==> config.mk <==
export PLATFORM = sky130hd
export DESIGN_NAME = systolic_feed_ctrl
export DESIGN_NICKNAME = d
export VERILOG_FILES = /design/src/rtl/systolic_feed_ctrl.sv
export SDC_FILE = /design/constraint.sdc
export NUM_CORES = 1
export LEC_CHECK = 0
export BUFFER_PORTS_ARGS = -buffer_cell sky130_fd_sc_hd__buf_2
export CORE_UTILIZATION = 25
export CTS_BUF_LIST = sky130_fd_sc_hd__clkbuf_8
export CTS_CLUSTER_SIZE = 10
export DETAILED_ROUTE_END_ITERATION = 10
export MAX_ROUTING_LAYER = met4
export PLACE_DENSITY = 0.49
export SKIP_CTS_REPAIR_TIMING = 1
export SYNTH_ARGS = -nofsm -noshare
export SYNTH_HDL_FRONTEND = slang
export SYNTH_SLANG_ARGS = --single-unit
export TNS_END_PERCENT = 100
==> constraint.sdc <==
create_clock -name clk -period 11.26 [get_ports clk]
set_input_delay 0.563 -clock clk [delete_from_list [all_inputs] [get_ports clk]]
set_output_delay 0.563 -clock clk [all_outputs]
set_load 0.05 [all_outputs]
==> src/rtl/systolic_feed_ctrl.sv <==
// systolic_feed_ctrl: loads A/B from array_mem, then feeds skewed wavefronts into the PE grid edges.
module systolic_feed_ctrl #(
  parameter int N = 4,
  parameter int DW = 16,
  parameter int AW = 7,
  parameter int DRAIN_CYCLES = 6
) (
  input  logic            clk,
  input  logic            rst_n,
  input  logic            start,
  input  logic [AW-1:0]   base_A,
  input  logic [AW-1:0]   base_B,
  output logic            en_A,
  output logic            en_B,
  output logic [AW-1:0]   read_addr_A,
  output logic [AW-1:0]   read_addr_B,
  input  logic [DW-1:0]   read_data_A,
  input  logic [DW-1:0]   read_data_B,
  output logic [N*DW-1:0] a_edge,
  output logic [N*DW-1:0] b_edge,
  output logic            feed_valid,
  output logic            busy,
  output logic            done
);
  localparam int NN = N * N;
  localparam int IW = $clog2(NN);
  localparam int CW = 8;

  typedef enum logic [2:0] {IDLE, LOAD, LWAIT, FEED, DRAIN, DONE} state_t;

  state_t state, state_n;
  logic [CW-1:0] cnt, cnt_n;
  logic [AW-1:0] lat_a, lat_b, lat_a_n, lat_b_n, addr_a_n, addr_b_n;
  logic en, en_n, fv_n, busy_n, done_n;
  logic [N*DW-1:0] a_n, b_n, a_beat, b_beat;
  logic [DW-1:0] buf_a [NN];
  logic [DW-1:0] buf_b [NN];
  logic [IW-1:0] widx;
  logic wvalid;
  int ft;

  assign en_A = en;
  assign en_B = en;

  always_comb begin
    ft = (state == LWAIT) ? 0 : int'(cnt) + 1;
    a_beat = '0;
    b_beat = '0;
    // lane l carries the element whose row+col index equals the beat number
    for (int l = 0; l < N; l++)
      for (int k = 0; k < N; k++)
        if (l + k == ft) begin
          a_beat[l*DW +: DW] = buf_a[l*N+k];
          b_beat[l*DW +: DW] = buf_b[k*N+l];
        end
    state_n = state;
    cnt_n = cnt;
    lat_a_n = lat_a;
    lat_b_n = lat_b;
    en_n = 1'b0;
    addr_a_n = '0;
    addr_b_n = '0;
    fv_n = 1'b0;
    a_n = '0;
    b_n = '0;
    busy_n = busy;
    done_n = 1'b0;
    case (state)
      IDLE: if (start) begin
        state_n = LOAD;
        cnt_n = '0;
        lat_a_n = base_A;
        lat_b_n = base_B;
        en_n = 1'b1;
        addr_a_n = base_A;
        addr_b_n = base_B;
        busy_n = 1'b1;
      end
      LOAD: if (cnt == CW'(NN-1)) begin
        state_n = LWAIT;
        cnt_n = '0;
      end else begin
        cnt_n = cnt + CW'(1);
        en_n = 1'b1;
        addr_a_n = lat_a + AW'(cnt + CW'(1));
        addr_b_n = lat_b + AW'(cnt + CW'(1));
      end
      LWAIT: begin
        state_n = FEED;
        cnt_n = '0;
        fv_n = 1'b1;
        a_n = a_beat;
        b_n = b_beat;
      end
      FEED: if (cnt == CW'(2*N-2)) begin
        state_n = DRAIN;
        cnt_n = '0;
      end else begin
        cnt_n = cnt + CW'(1);
        fv_n = 1'b1;
        a_n = a_beat;
        b_n = b_beat;
      end
      DRAIN: if (cnt == CW'(DRAIN_CYCLES-1)) begin
        state_n = DONE;
        cnt_n = '0;
        done_n = 1'b1;
      end else begin
        cnt_n = cnt + CW'(1);
      end
      DONE: begin
        state_n = IDLE;
        busy_n = 1'b0;
      end
      default: state_n = IDLE;
    endcase
  end

  always_ff @(posedge clk or negedge rst_n) begin
    if (!rst_n) begin
      state <= IDLE;
      cnt <= '0;
      lat_a <= '0;
      lat_b <= '0;
      en <= 1'b0;
      read_addr_A <= '0;
      read_addr_B <= '0;
      feed_valid <= 1'b0;
      a_edge <= '0;
      b_edge <= '0;
      busy <= 1'b0;
      done <= 1'b0;
      wvalid <= 1'b0;
      widx <= '0;
    end else begin
      state <= state_n;
      cnt <= cnt_n;
      lat_a <= lat_a_n;
      lat_b <= lat_b_n;
      en <= en_n;
      read_addr_A <= addr_a_n;
      read_addr_B <= addr_b_n;
      feed_valid <= fv_n;
      a_edge <= a_n;
      b_edge <= b_n;
      busy <= busy_n;
      done <= done_n;
      wvalid <= (state == LOAD);
      widx <= cnt[IW-1:0];
    end
  end

  // read data lags the address by one cycle, so it lands in the slot of the previous count
  always_ff @(posedge clk) begin
    if (wvalid) begin
      buf_a[widx] <= read_data_A;
      buf_b[widx] <= read_data_B;
    end
  end
endmodule

; After elaboration in Yosys (flattened, before gate mapping)
; Memory sizes are Yosys's and may differ from the RTL's.
; Index checks and enable logic that the tools add are counted.
[classes]
add_sub_neg = 4
muxes = 64
eq_ne = 18
n_reduce_logical = 8
[op_table]
columns = cell, count
row1 = 16-bit two-way mux, 32
row2 = 64-bit one-hot mux with 2 select lines, 2
row3 = 64-bit two-way mux, 2
row4 = 8-bit one-hot mux with 5 select lines, 1
row5 = 32-bit zero test, 1
row6 = 8-bit two-way mux, 4
row7 = 7-bit two-way mux, 4
row8 = 7-bit one-hot mux with 2 select lines, 2
row9 = 3-bit by 9-bit == test with 1-bit output (first input constant), 3
row10 = 2-bit by 9-bit == test with 1-bit output (first input constant), 2
row11 = 8-bit by 3-bit == test with 1-bit output (second input constant), 2
row12 = 3-bit one-hot mux with 5 select lines, 1
row13 = 7-bit adder, 2
row14 = 3-bit two-way mux, 4
row15 = 8-bit by 1-bit adder with 9-bit output (second input constant), 1
row16 = 1-bit by 9-bit == test with 1-bit output (first input constant), 1
row17 = 9-bit two-way mux, 1
row18 = 8-bit by 1-bit adder with 8-bit output (second input constant), 1
row19 = 8-bit by 4-bit == test with 1-bit output (second input constant), 1
row20 = 1-bit two-way mux, 8
row21 = 2-bit != test (second input constant), 4
row22 = 3-bit by 2-bit == test with 1-bit output (second input constant), 2
row23 = 3-bit == test (second input constant), 2
row24 = 1-bit one-hot mux with 2 select lines, 3
row25 = other kinds (6), 8
[totals]
in_bits = 49
register_bits = 176
memories = 2
mem_bits_rw = 512
wordCells = 110
output_inout_bits = 147
[mem_list]
columns = memory, depth, word_bits, read_ports, rd_clocked_by_memory_dff, write_ports, line
row1 = buf_a, 16, 16, 16, 0, 1, 36  ; logic [DW-1:0] buf_a [NN];
row2 = buf_b, 16, 16, 16, 0, 1, 37  ; logic [DW-1:0] buf_b [NN];

; Longest topological paths before layout
[depth]
word_depth = 9
mapped_depth = 11
mapped_depth_nobuf = 9

; Worst setup path before layout
; No wires, ideal clock.
[synth_path]
path_type = flip-flop to flip-flop
start = register widx[3]
end = memory buf_a[0][0], enable pin
arrival_ns = 3.098
stages_incl_launch_ff = 3
setup_time_ns = 0.461
path_slack_ns = 7.701
required_ns = 10.799
path_buffers = 0
period_less_slack_ns = 3.559
path_cell_list = dfrtp_1 > or3b_2 > nor3_1
[synth_lines]
columns = item, line
row1 = from (decl), 38  ; logic [IW-1:0] widx;
row2 = from (signal assigned), 149  ; widx <= cnt[IW-1:0];
row3 = to (decl), 36
; No word-level cell before the write port.

; Final worst setup path
[layout_path]
start = register cnt[0]
end = register b_edge[44]
[layout_via]
elab_chain_len = 9
elab_cells_between_ends = 13
classes_between = add/sub (1) / eq/ne (5) / mux (7)
[layout_rtl]
columns = item, line
row1 = from (decl), 32  ; logic [CW-1:0] cnt, cnt_n;
row2 = from (signal assigned), 137  ; cnt <= cnt_n;
row3 = 8-bit by 1-bit adder with 9-bit output, 46  ; ft = (state == LWAIT) ? 0 : int'(cnt) + 1;
row4 = 9-bit two-way mux, 46
row5 = 2-bit by 9-bit == test with 1-bit output, 52  ; if (l + k == ft) begin
row6 = 16-bit two-way mux (4 in series), 52
row7 = 64-bit two-way mux, 95  ; FEED: if (cnt == CW'(2*N-2)) begin
row8 = 64-bit one-hot mux with 2 select lines (*), 68  ; case (state)
row9 = via b_n[44], 35  ; logic [N*DW-1:0] a_n, b_n, a_beat, b_beat;
row10 = to (signal assigned), 145  ; b_edge <= b_n;
row11 = to (decl), 20  ; output logic [N*DW-1:0] b_edge,
; Mark *: on every way through the listed nets, which the timed path passes. The rest lies on a longest branch.
; A chain may end at the register's enable or synchronous reset.

==> run summary <==
- complete, no violations — status
- 1.30 ns — transition time at the pin with the least slew margin
- 126000 um — global-route wire length before repair
- compound AO/OA/AOI/OAI gates — crit-path leading delay family
- yes — clock tree from TritonCTS
- 0 — post-detailed-route count of antenna-violating nets
- ha_1, and3_1, nor4_1, o211a_4, buf_4, o21ai_4, buf_4, o32ai_1 — cell chain of the critical path
- reg -> reg — WS Path Type
- 0.0684 ns — worst clock skew
- 164 nW/um2 — P per Cell Area
- 120 — std cell rows
- 688 — synthesis-stage register bit count
- 19.5% — area growth from synthesis to layout
- 0 ns — total negative setup slack
- flip-flop — Setup crit end kind
- 4.40 ns — minimum clock period
- 19 — initial antenna violation count
- 1881 — syn nets
- 4.93 — via count normalized by instance count
- sky130_fd_sc_hd__edfxtp_1 — prevailing post-synth register cell
- 0 — total of max-cap violations
- no — RSZ-0062 raised after global routing
- 85 — largest net degree at the start of global routing
- 330 um — Die Span Y
- 0.821 — last weighted congestion value of the routability-driven placer
- 3 — maximum buffer depth of the clock tree
- 0.247 — met2 layer usage reported by global route
- 0.252 — initial core utilization
- 0 — Yosys Warn Count
- 49600 um — DPL Wire Length
- 196 — number of ports placed on the die boundary
- 0.571 — post-synth top area share
- 0 — total congestion overflow after global routing
- 0.164 — GR Util All Layers
- 115 — clock buffers created by TritonCTS
- sky130_fd_sc_hd__buf_4 — Worst path slowest cell
- 0.77 ns — insertion delay of the later-clocked pin in the worst-skew pair
- 2079 — number of nets in the finished design
- 11.5 nW — standby leakage power
- 67 — number of distinct library cell variants in the gate-level netlist after synthesis
- 26900 um2 — Syn Std Cell Area
- flip-flop — kind of start point of the critical path
- sky130_fd_sc_hd__edfxtp_1 (512), sky130_fd_sc_hd__dfrtp_1 (176), sky130_fd_sc_hd__nand3_1 (117), sky130_fd_sc_hd__clkbuf_1 (107), sky130_fd_sc_hd__and3_1 (88) — top post-synthesis cells by count
- 0.256 — asr flop ratio synth
- 0.133 — Slew HR
- 3 — CTS H-tree depth
- 17300 — vias in the first global route
- 88200 um — total length of routed wires
- 0.06 ns — clock-pin slew of the registers on the worst-case setup and hold paths
- 0 — final hold vios
- 0 — DRC errors left
- 14.8 um2 — synthesized area divided by synthesized cell count
- 0.734 — fraction of the yosys area taken by sequential cells
- 688 — number of sinks on the clock net
- 0.221 — global-route met1 utilization
- sky130_fd_sc_hd__edfxtp_1 (57%), sky130_fd_sc_hd__dfrtp_1 (16%), sky130_fd_sc_hd__nand3_1 (2.2%) — largest cells by area after synthesis
- 25.0 um — drt wl/cell
- 1815 — gate count after technology mapping
- 93.5 uV — IR Drop Worst-Case VDD
- 11.89 ns — required time of the worst setup path
- 5.03 ns — WP data arrival
- 5 — total iterations of the first detailed-routing run
- 72 — maximum net fanout on the critical path
- in -> reg — class of the tightest hold or removal check
- 107000 um2 — CORE AREA
- sky130_fd_sc_hd__buf_4 — most numerous cell on the critical path
- 0.227 GHz — upper clock frequency limit
- 0 — count of pins over their slew limit
- 6.86 ns — Final WS setup
- 0 — Setup violations, final
- 1514 — Iter 0 DRT Violations
- 0.391 — share of the clock period used by the worst path after layout
- 17400 — overall via count from detail_route
- 330 um — chip width
- sky130_fd_sc_hd__edfxtp_1 — most instantiated library cell after synthesis
- 6.94 ns — post-placement setup slack
- 109000 um2 — DIE AREA
- 0.76 ns — delay of the slowest cell on the worst path
- 2 — Buf/Inv on CP
- 512 — EDFF count, synth
- 195 — # port buffers
- sky130_fd_sc_hd__edfxtp_1 — most area-hungry cell type in the Yosys netlist
- sky130_fd_sc_hd__clkbuf_8 — library cell used as clock root buffer
- 0.231 — share of final-layout standard cells stronger than drive strength 1
- met2 — GRT Max-Usage Layer
- 0.0322 — grt met3 use
state kept, by name, indices dropped and copies added, names as in the netlist:
signal / count
done: 1
read_addr_A: 7
buf_b: 256
cnt: 8
lat_b: 7
lat_a: 7
wvalid: 1
buf_a: 256
state: 3
feed_valid: 1
en_A: 1
read_addr_B: 7
b_edge: 64
busy: 1
a_edge: 64
widx: 4
worst min-delay path: stages:
cell,delay [ns]
sky130_fd_sc_hd__buf_2,0.07
sky130_fd_sc_hd__nand2_1,0.05
sky130_fd_sc_hd__nand2_1,0.05
worst paths after layout:
check / start / endpoint / slack, ns / cells after the start
min in group asynchronous: rst_n / en_A$_DFF_PN0_ / 0.41 / 2
worst min-delay path: base_A[4] / lat_a[4]$_DFFE_PN0P_ / 0.05 / 3
worst max register to register: cnt[0]$_DFFE_PN0P_ / b_edge[44]$_DFF_PN0_ / 6.86 / 8
worst min register to register: buf_b[5][0]$_DFFE_PP_ / b_edge[16]$_DFF_PN0_ / 0.47 / 1
worst max-delay path: cnt[0]$_DFFE_PN0P_ / b_edge[44]$_DFF_PN0_ / 6.86 / 8
max in group asynchronous: rst_n / b_edge[58]$_DFF_PN0_ / 8.53 / 4
cell families after synthesis:
family	Yosys count	share of synthesized area
AO/OA/AOI/OAI	427	0.125
XOR/XNOR	13	0.00525
adder cells (fa/ha/maj)	17	0.00845
buffers and inverters	208	0.0331
flip-flops	688	0.734
AND/OR/NAND/NOR	462	0.0937
placed cells by master (no fill, tap or decap), types with 31 or more instances in the layout:
cell,synthesis,routed
sky130_fd_sc_hd__edfxtp_1,512,512
sky130_fd_sc_hd__buf_2,40,194
sky130_fd_sc_hd__dfrtp_1,176,176
sky130_fd_sc_hd__clkbuf_8,0,140
sky130_fd_sc_hd__nand3_1,117,117
sky130_fd_sc_hd__and3_1,88,88
sky130_fd_sc_hd__inv_1,45,76
sky130_fd_sc_hd__nor3_1,71,67
sky130_fd_sc_hd__nand2_1,62,62
sky130_fd_sc_hd__a221oi_1,52,52
sky130_fd_sc_hd__a21oi_1,47,47
sky130_fd_sc_hd__buf_4,8,47
sky130_fd_sc_hd__o211ai_1,44,44
sky130_fd_sc_hd__o21ai_1,44,44
sky130_fd_sc_hd__or3_1,36,36
sky130_fd_sc_hd__o31ai_1,34,33
sky130_fd_sc_hd__nor3b_1,32,32
sky130_fd_sc_hd__o21ai_0,31,31
per-layer routing:
metal,part of all wire,up-vias
li1,-,7551
met1,0.44,8946
met2,0.46,727
met3,0.072,149
met4,0.029,0
met5,0,-
power by group:
| group | internal [mW] | switching (mW) | leakage (nW) |
|---|---|---|---|
| clock | 1.39 | 1.09 | 1.46 |
| combinational | 0.00708 | 0.0640 | 3.05 |
| sequential | 2.74 | 0.00192 | 7.03 |
cell type report:
cell class	count	area, um2
fillers	10700	74700
flip-flops and latches	688	19800
multi-input cells	919	6470
clock buffers	139	1910
well taps	1403	1760
repair buffers	243	1350
clock inverters	80	724
inverters	46	173
diodes	7	17.5
stage by stage:
stage | utilization | power (mW) | hold slack, ns | area, um2 | cells
floorplan | - | 2.79 | 0.267 | 26900 | 1815
global placement | 0.276 | 2.86 | 0.463 | 29500 | 3298
detailed placement | 0.276 | 2.86 | 0.455 | 29500 | 3298
CTS | 0.301 | 5.34 | -0.204 | 32200 | 3517
global route | 0.301 | 5.45 | 0.0375 | 32200 | 3522
finish | 0.301 | 5.28 | 0.0463 | 32200 | 3525
(Power assumes the default switching activity.)
